### src/rtl/mips_reg_file.sv
// rtl/mips_reg_file.sv - 32x32 MIPS register file, two read ports, one write port, write-first bypass
module mips_reg_file #(
    parameter int DATA_W  = 32,
    parameter int ADDR_W  = 5,
    parameter int REG_OUT = 0
) (
    input  logic              clk,
    input  logic              rst_n,
    input  logic [ADDR_W-1:0] Read_reg1,
    input  logic [ADDR_W-1:0] Read_reg2,
    input  logic [ADDR_W-1:0] Write_reg,
    input  logic [DATA_W-1:0] Write_data,
    input  logic              RegWrite,
    input  logic              Read_en,
    output logic [DATA_W-1:0] Read_data1,
    output logic [DATA_W-1:0] Read_data2
);

    localparam int DEPTH = 1 << ADDR_W;

    logic [DATA_W-1:0] regs [DEPTH];
    logic              write_hit;
    logic [DATA_W-1:0] port1_value;
    logic [DATA_W-1:0] port2_value;

    // Writes to $0 are dropped here so the storage entry never holds anything but zero.
    assign write_hit = RegWrite && (Write_reg != '0);

    always_ff @(posedge clk or negedge rst_n) begin
        if (!rst_n) begin
            for (int i = 0; i < DEPTH; i++) begin
                regs[i] <= '0;
            end
        end else if (write_hit) begin
            regs[Write_reg] <= Write_data;
        end
    end

    // Write-first: a value being written this cycle is what the ALU sees.
    always_comb begin
        port1_value = regs[Read_reg1];
        if (Read_reg1 == '0) begin
            port1_value = '0;
        end else if (RegWrite && (Write_reg == Read_reg1)) begin
            port1_value = Write_data;
        end
    end

    always_comb begin
        port2_value = regs[Read_reg2];
        if (Read_reg2 == '0) begin
            port2_value = '0;
        end else if (RegWrite && (Write_reg == Read_reg2)) begin
            port2_value = Write_data;
        end
    end

    generate
        if (REG_OUT != 0) begin : g_registered
            logic [DATA_W-1:0] data1_q;
            logic [DATA_W-1:0] data2_q;

            always_ff @(posedge clk or negedge rst_n) begin
                if (!rst_n) begin
                    data1_q <= '0;
                    data2_q <= '0;
                end else if (Read_en) begin
                    data1_q <= port1_value;
                    data2_q <= port2_value;
                end
            end

            assign Read_data1 = data1_q;
            assign Read_data2 = data2_q;
        end else begin : g_combinational
            logic unused_read_en;
            assign unused_read_en = Read_en;

            // Gate with reset so the bypass path cannot leak Write_data while in reset.
            assign Read_data1 = rst_n ? port1_value : '0;
            assign Read_data2 = rst_n ? port2_value : '0;
        end
    endgenerate

endmodule
### config.mk
export PLATFORM = sky130hd
export DESIGN_NAME = mips_reg_file
export DESIGN_NICKNAME = d
export VERILOG_FILES = /design/src/rtl/mips_reg_file.sv
export SDC_FILE = /design/constraint.sdc
export NUM_CORES = 2
export LEC_CHECK = 0
export CAP_MARGIN = 10
export CORE_MARGIN = 8
export CORE_UTILIZATION = 45
export CTS_CLUSTER_DIAMETER = 120
export DETAILED_ROUTE_END_ITERATION = 10
export SLEW_MARGIN = 20
export SYNTH_ARGS = -nofsm -noshare
export SYNTH_HDL_FRONTEND = slang
export SYNTH_SLANG_ARGS = --single-unit
### constraint.sdc
create_clock -name clk -period 8.1 [get_ports clk]
set_clock_uncertainty 0.05 [all_clocks]
set_input_delay 1.62 -clock clk [delete_from_list [all_inputs] [get_ports clk]]
set_output_delay 1.62 -clock clk [all_outputs]
set_load 0.005 [all_outputs]
### After elaboration in Yosys (flattened, before gate mapping)

Cells that the tools add are included.

| word-level totals | value |
|---|---|
| logic and storage cells | 63 |
| input port bits | 51 |
| output and inout bits | 64 |
| register bits after elaboration | 1,024 |

| cells by class | value |
|---|---|
| bitwise logic cells | 3 |
| reduce and logical (&&, ||, !) cells | 7 |
| mux-type cells | 15 |
| magnitude comparators | 4 |
| eq/ne operators | 2 |

Operators with widths:

| kind | number |
|---|---|
| 1024-bit bitwise mux | 1 |
| 32-bit 2-to-1 mux | 11 |
| 32-bit binary-select mux with 5-bit select | 2 |
| 32-bit demux with 5-bit select | 1 |
| 6-bit greater-or-equal comparator, second input constant | 3 |
| 5-bit inverter with 6-bit output | 3 |
| 5-bit == test | 2 |
| 5-bit zero test | 2 |
| 6-bit by 1-bit < comparator with 1-bit output, second input constant | 1 |
| 5-bit nonzero test | 1 |
| 1-bit logical AND | 4 |

### Longest topological paths before layout

| logic depth | value |
|---|---|
| word-level depth | 7 |
| mapped depth | 10 |
| gate-level depth less buffers | 5 |

### Least setup slack after synthesis

OpenSTA, ideal clock, no wires.

| timing | value |
|---|---|
| kind | input to output |
| start | in Read_reg2[0] |
| end | out Read_data2[24] |
| slack | 3.216 ns |
| arrival time | 3.214 ns |
| path buffers | 4 |
| cell stages on the path | 8 |
| data required time | 6.430 ns |
| path through | clkbuf_2 -> buf_6 -> buf_8 -> buf_4 -> mux4_2 -> a22oi_1 -> nand3_1 -> o221a_1 |

| on the way | value |
|---|---|
| longest elaborated chain between the ends | 7 |
| elaborated cells between the ends (all ways) | 10 |
| classes of those cells | eq/ne (1); mux (6); bitwise (1); reduce/logical (2) |

RTL lines:

| what | RTL line | text |
|---|---|---|
| start: declaration | 10 | `input logic [ADDR_W-1:0] Read_reg2,` |
| 5-bit inverter with 6-bit output (implied by the code) | 50 | `port2_value = regs[Read_reg2];` |
| 32-bit binary-select mux with 5-bit select | 50 |  |
| 32-bit 2-to-1 mux (implied by the code) (2 in series) | 50 |  |
| 32-bit 2-to-1 mux | 53 | `end else if (RegWrite && (Write_reg == Read_reg2)) begin` |
| 32-bit 2-to-1 mux (*) | 51 | `if (Read_reg2 == '0) begin` |
| 32-bit 2-to-1 mux (*) | 81 | `assign Read_data2 = rst_n ? port2_value : '0;` |
| end: declaration | 16 | `output logic [DATA_W-1:0] Read_data2` |

Every way passes the cells marked *; elsewhere a longest branch is shown, timed or not. The select of a mux whose other input is x is not followed.

### Worst setup path after layout

| timing | value |
|---|---|
| start | in Read_reg2[3] |
| end | out Read_data2[30] |

Same word-level chain as after synthesis.

==> flow_metrics.env <==
export IMPL_synth_edf_count=0
export IMPL_synthMostInstantiatedCell="dfrtp_1"
export IMPL_vias=36400
export IMPL_max_slew_margin_pct=21.6
export IMPL_die_w_um=368
export IMPL_syn_area_um2=55700
export IMPL_crit_required_ns=6.43
export IMPL_finalCriticalPeriod_ns=6.59
export IMPL_cp_common_cell="buf_4"
export IMPL_cts_buffers=113
export IMPL_tightest_slew_ns=1.17
export IMPL_cp_slowest_cell="buf_4"
export IMPL_period_share_pct=81.4
export IMPL_critPathMaxStageDelay_ns=0.70
export IMPL_rsz0062_at_grt="no"
export IMPL_worst_setup_path_type="primary input to output pin"
export IMPL_synth_cell_types=40
export IMPL_core_um2=123000
export IMPL_cts_root_buf="clkbuf_16"
export IMPL_end_kind="output pin"
export IMPL_synthAdderAreaFrac_pct=0
export IMPL_clkTransAtPathRegs_ns=0.06
export IMPL_ys_seq_area_share_pct=46.0
export IMPL_worst_ep_arrival_time_ns=4.92
export IMPL_port_buffers=113
export IMPL_ys_async_sr_fraction_pct=100
export IMPL_p_leak_nw=27.2
export IMPL_synth_top_family_by_area="multiplexers"
export IMPL_syn_to_final_growth_pct=11.6
export IMPL_reg_top3="regs x1024"
export IMPL_insertion_delay_ns=0.69
export IMPL_first_pass_iters=5
export IMPL_cts_resized=0
export IMPL_grt_util_all_layers_pct=26.4
export IMPL_nets=3943
export IMPL_synth_compound_area_share_pct=5.78
export IMPL_hold_violations=0
export IMPL_critPathMaxFanout=41
export IMPL_synth_ff_type="dfrtp_1"
export IMPL_hpwl_mm=104
export IMPL_postCtsSetupBuffers=0
export IMPL_routed_wl_mm=181
export IMPL_die_y_um=368
export IMPL_final_setup_tns_ns=0
export IMPL_avgSynthCellArea_um2=14.0
export IMPL_clockBufferDepth=3
export IMPL_fin_area_um2=62100
export IMPL_vdd_drop_max_mv=0.176
export IMPL_synth_largest_area_cell="dfrtp_1"
export IMPL_slew_viol_final=0
export IMPL_htree_levels=3
export IMPL_synthXorXnorAreaFrac_pct=0.157
export IMPL_gp_congestion=0.806
export IMPL_start_util_pct=45.2
export IMPL_outcome="finished, final reports clean"
export IMPL_drc=0
export IMPL_yosysWarnings=0
export IMPL_yosys_area_share_simple_pct=2.58
export IMPL_critical_path_top_delay_family="buffers and inverters"
export IMPL_path_cells="buf_2, buf_4, xor2_1, nor4_1, nand3_4, buf_4, nand4_1, o221a_2, clkdlybuf4s50_1"
export IMPL_vias_per_cell=6.48
export IMPL_ys_ff_latch=1024
export IMPL_antenna_found_initial=7
export IMPL_grt_overflow=0
export IMPL_syn_inst=3977
export IMPL_max_freq_mhz=152
export IMPL_synth_area_mux_share_pct=41.5
export IMPL_cts_sinks=1024
export IMPL_cp_num_buf_inv=4
export IMPL_antenna_left=0
export IMPL_finalSetupViolCount=0
export IMPL_placed_area_um2=58200
export IMPL_synth_area_top_cells="dfrtp_1 46%, mux2_2 20%, mux4_2 13%"
export IMPL_drt_iter0_markers=3072
export IMPL_ys_top_cells_by_count="1024 x dfrtp_1, 998 x mux2_2, 463 x mux2i_1"
export IMPL_whs_ns=0.344
export IMPL_cap_violations=0
export IMPL_min_path_type="flop to flop"
export IMPL_wl_per_cell_um=32.3
export IMPL_grt_max_degree=143
export IMPL_largest_reg_flops=1024
export IMPL_r2r_slack_ns=7.25
export IMPL_rows=129
export IMPL_regMostFlops="regs"
export IMPL_syn_nets=4028
export IMPL_grt_pass1_wl_mm=266
export IMPL_layout_drive_gt1_share_pct=44.1
export IMPL_yosysTopAreaCellShare_pct=46.0
export IMPL_dieArea_um2=135000
export IMPL_cts_tree="yes"
export IMPL_io_pins=115
export IMPL_cts_hold_fix_buffers=0
export IMPL_grt_pass1_vias=37575
export IMPL_startpoint_type="primary input"
export IMPL_power_per_cell_area_nw_per_um2=244
## cell type report
type	instances	area, µm²
Sequential cell	1024	25600
Timing Repair Buffer	259	2460
Tap cell	1637	2050
Fill cell	10595	61000
Multi-Input combinational cell	2494	28100
Antenna cell	1	2.50
Clock inverter	32	405
Clock buffer	174	3470
## cell families after synthesis
| logic type | after synthesis |
|---|---|
| muxes | 1781 |
| AOI/OAI and AO/OA | 422 |
| buffers and inverters | 459 |
| DFF | 1024 |
| xor gates and xnor gates | 10 |
| and+or+nand+nor | 281 |
## through the flow
stage / setup WS (ns) / util [%] / instances / total power (W)
after floorplan: 3.22 / - / 3977 / 0.00894
after global placement: 1.56 / 47.3 / 5413 / 0.00978
after detailed placement: 1.55 / 47.3 / 5413 / 0.00988
after CTS: 1.55 / 50.4 / 5619 / 0.0153
after global routing: 1.51 / 50.4 / 5620 / 0.0158
final: 1.51 / 50.4 / 5621 / 0.0152
## layout by cell type (no fill, tap or decap), types with 4 or more instances in the layout
cell type / n
buf_2: 10
a311oi_1: 5
nand4_1: 7
nand3b_1: 4
mux2_2: 998
o21ai_0: 32
bufinv_16: 9
nor2_1: 7
a21oi_1: 11
clkinv_2: 19
a211oi_1: 65
nand2_4: 8
mux4_2: 320
nor2b_1: 65
buf_4: 128
nor2b_4: 4
nand3_1: 34
nand2_2: 10
nor2_4: 17
a22oi_1: 87
o221a_1: 26
o221a_2: 38
mux2i_1: 463
buf_12: 19
clkdlybuf4s50_1: 94
clkbuf_8: 34
clkbuf_16: 118
nand2_1: 44
nor3b_1: 4
nor3_1: 60
xor2_1: 8
o221ai_1: 38
clkbuf_1: 25
dfrtp_1: 1024
o22ai_1: 118
## power breakdown
group	internal [W]	leakage (nW)	switching (W)
clock	0.00321	1.92	0.00215
sequential	0.00609	13.1	0.000691
combinational	0.00177	12.1	0.00126
## final timing paths
check,from,endpoint,cells after the start
min in group asynchronous,rst_n,regs[69],1
max,Read_reg2[3],Read_data2[30],9
min,regs[1001],regs[1001],0
max reg2reg,regs[740],regs[740],1
max in group asynchronous,rst_n,regs[476],5
min reg2reg,regs[1001],regs[1001],0
## routing by layer
| metal | vias up | share of wire [%] | track usage, % |
|---|---|---|---|
| li1 | 15112 | - | - |
| met1 | 19663 | 43 | 36.6 |
| met2 | 1280 | 46 | 41.6 |
| met3 | 341 | 6.8 | 4.83 |
| met4 | 4 | 3.8 | 9.34 |
| met5 | - | 0.021 | 0 |
(Power assumes the default switching activity.)
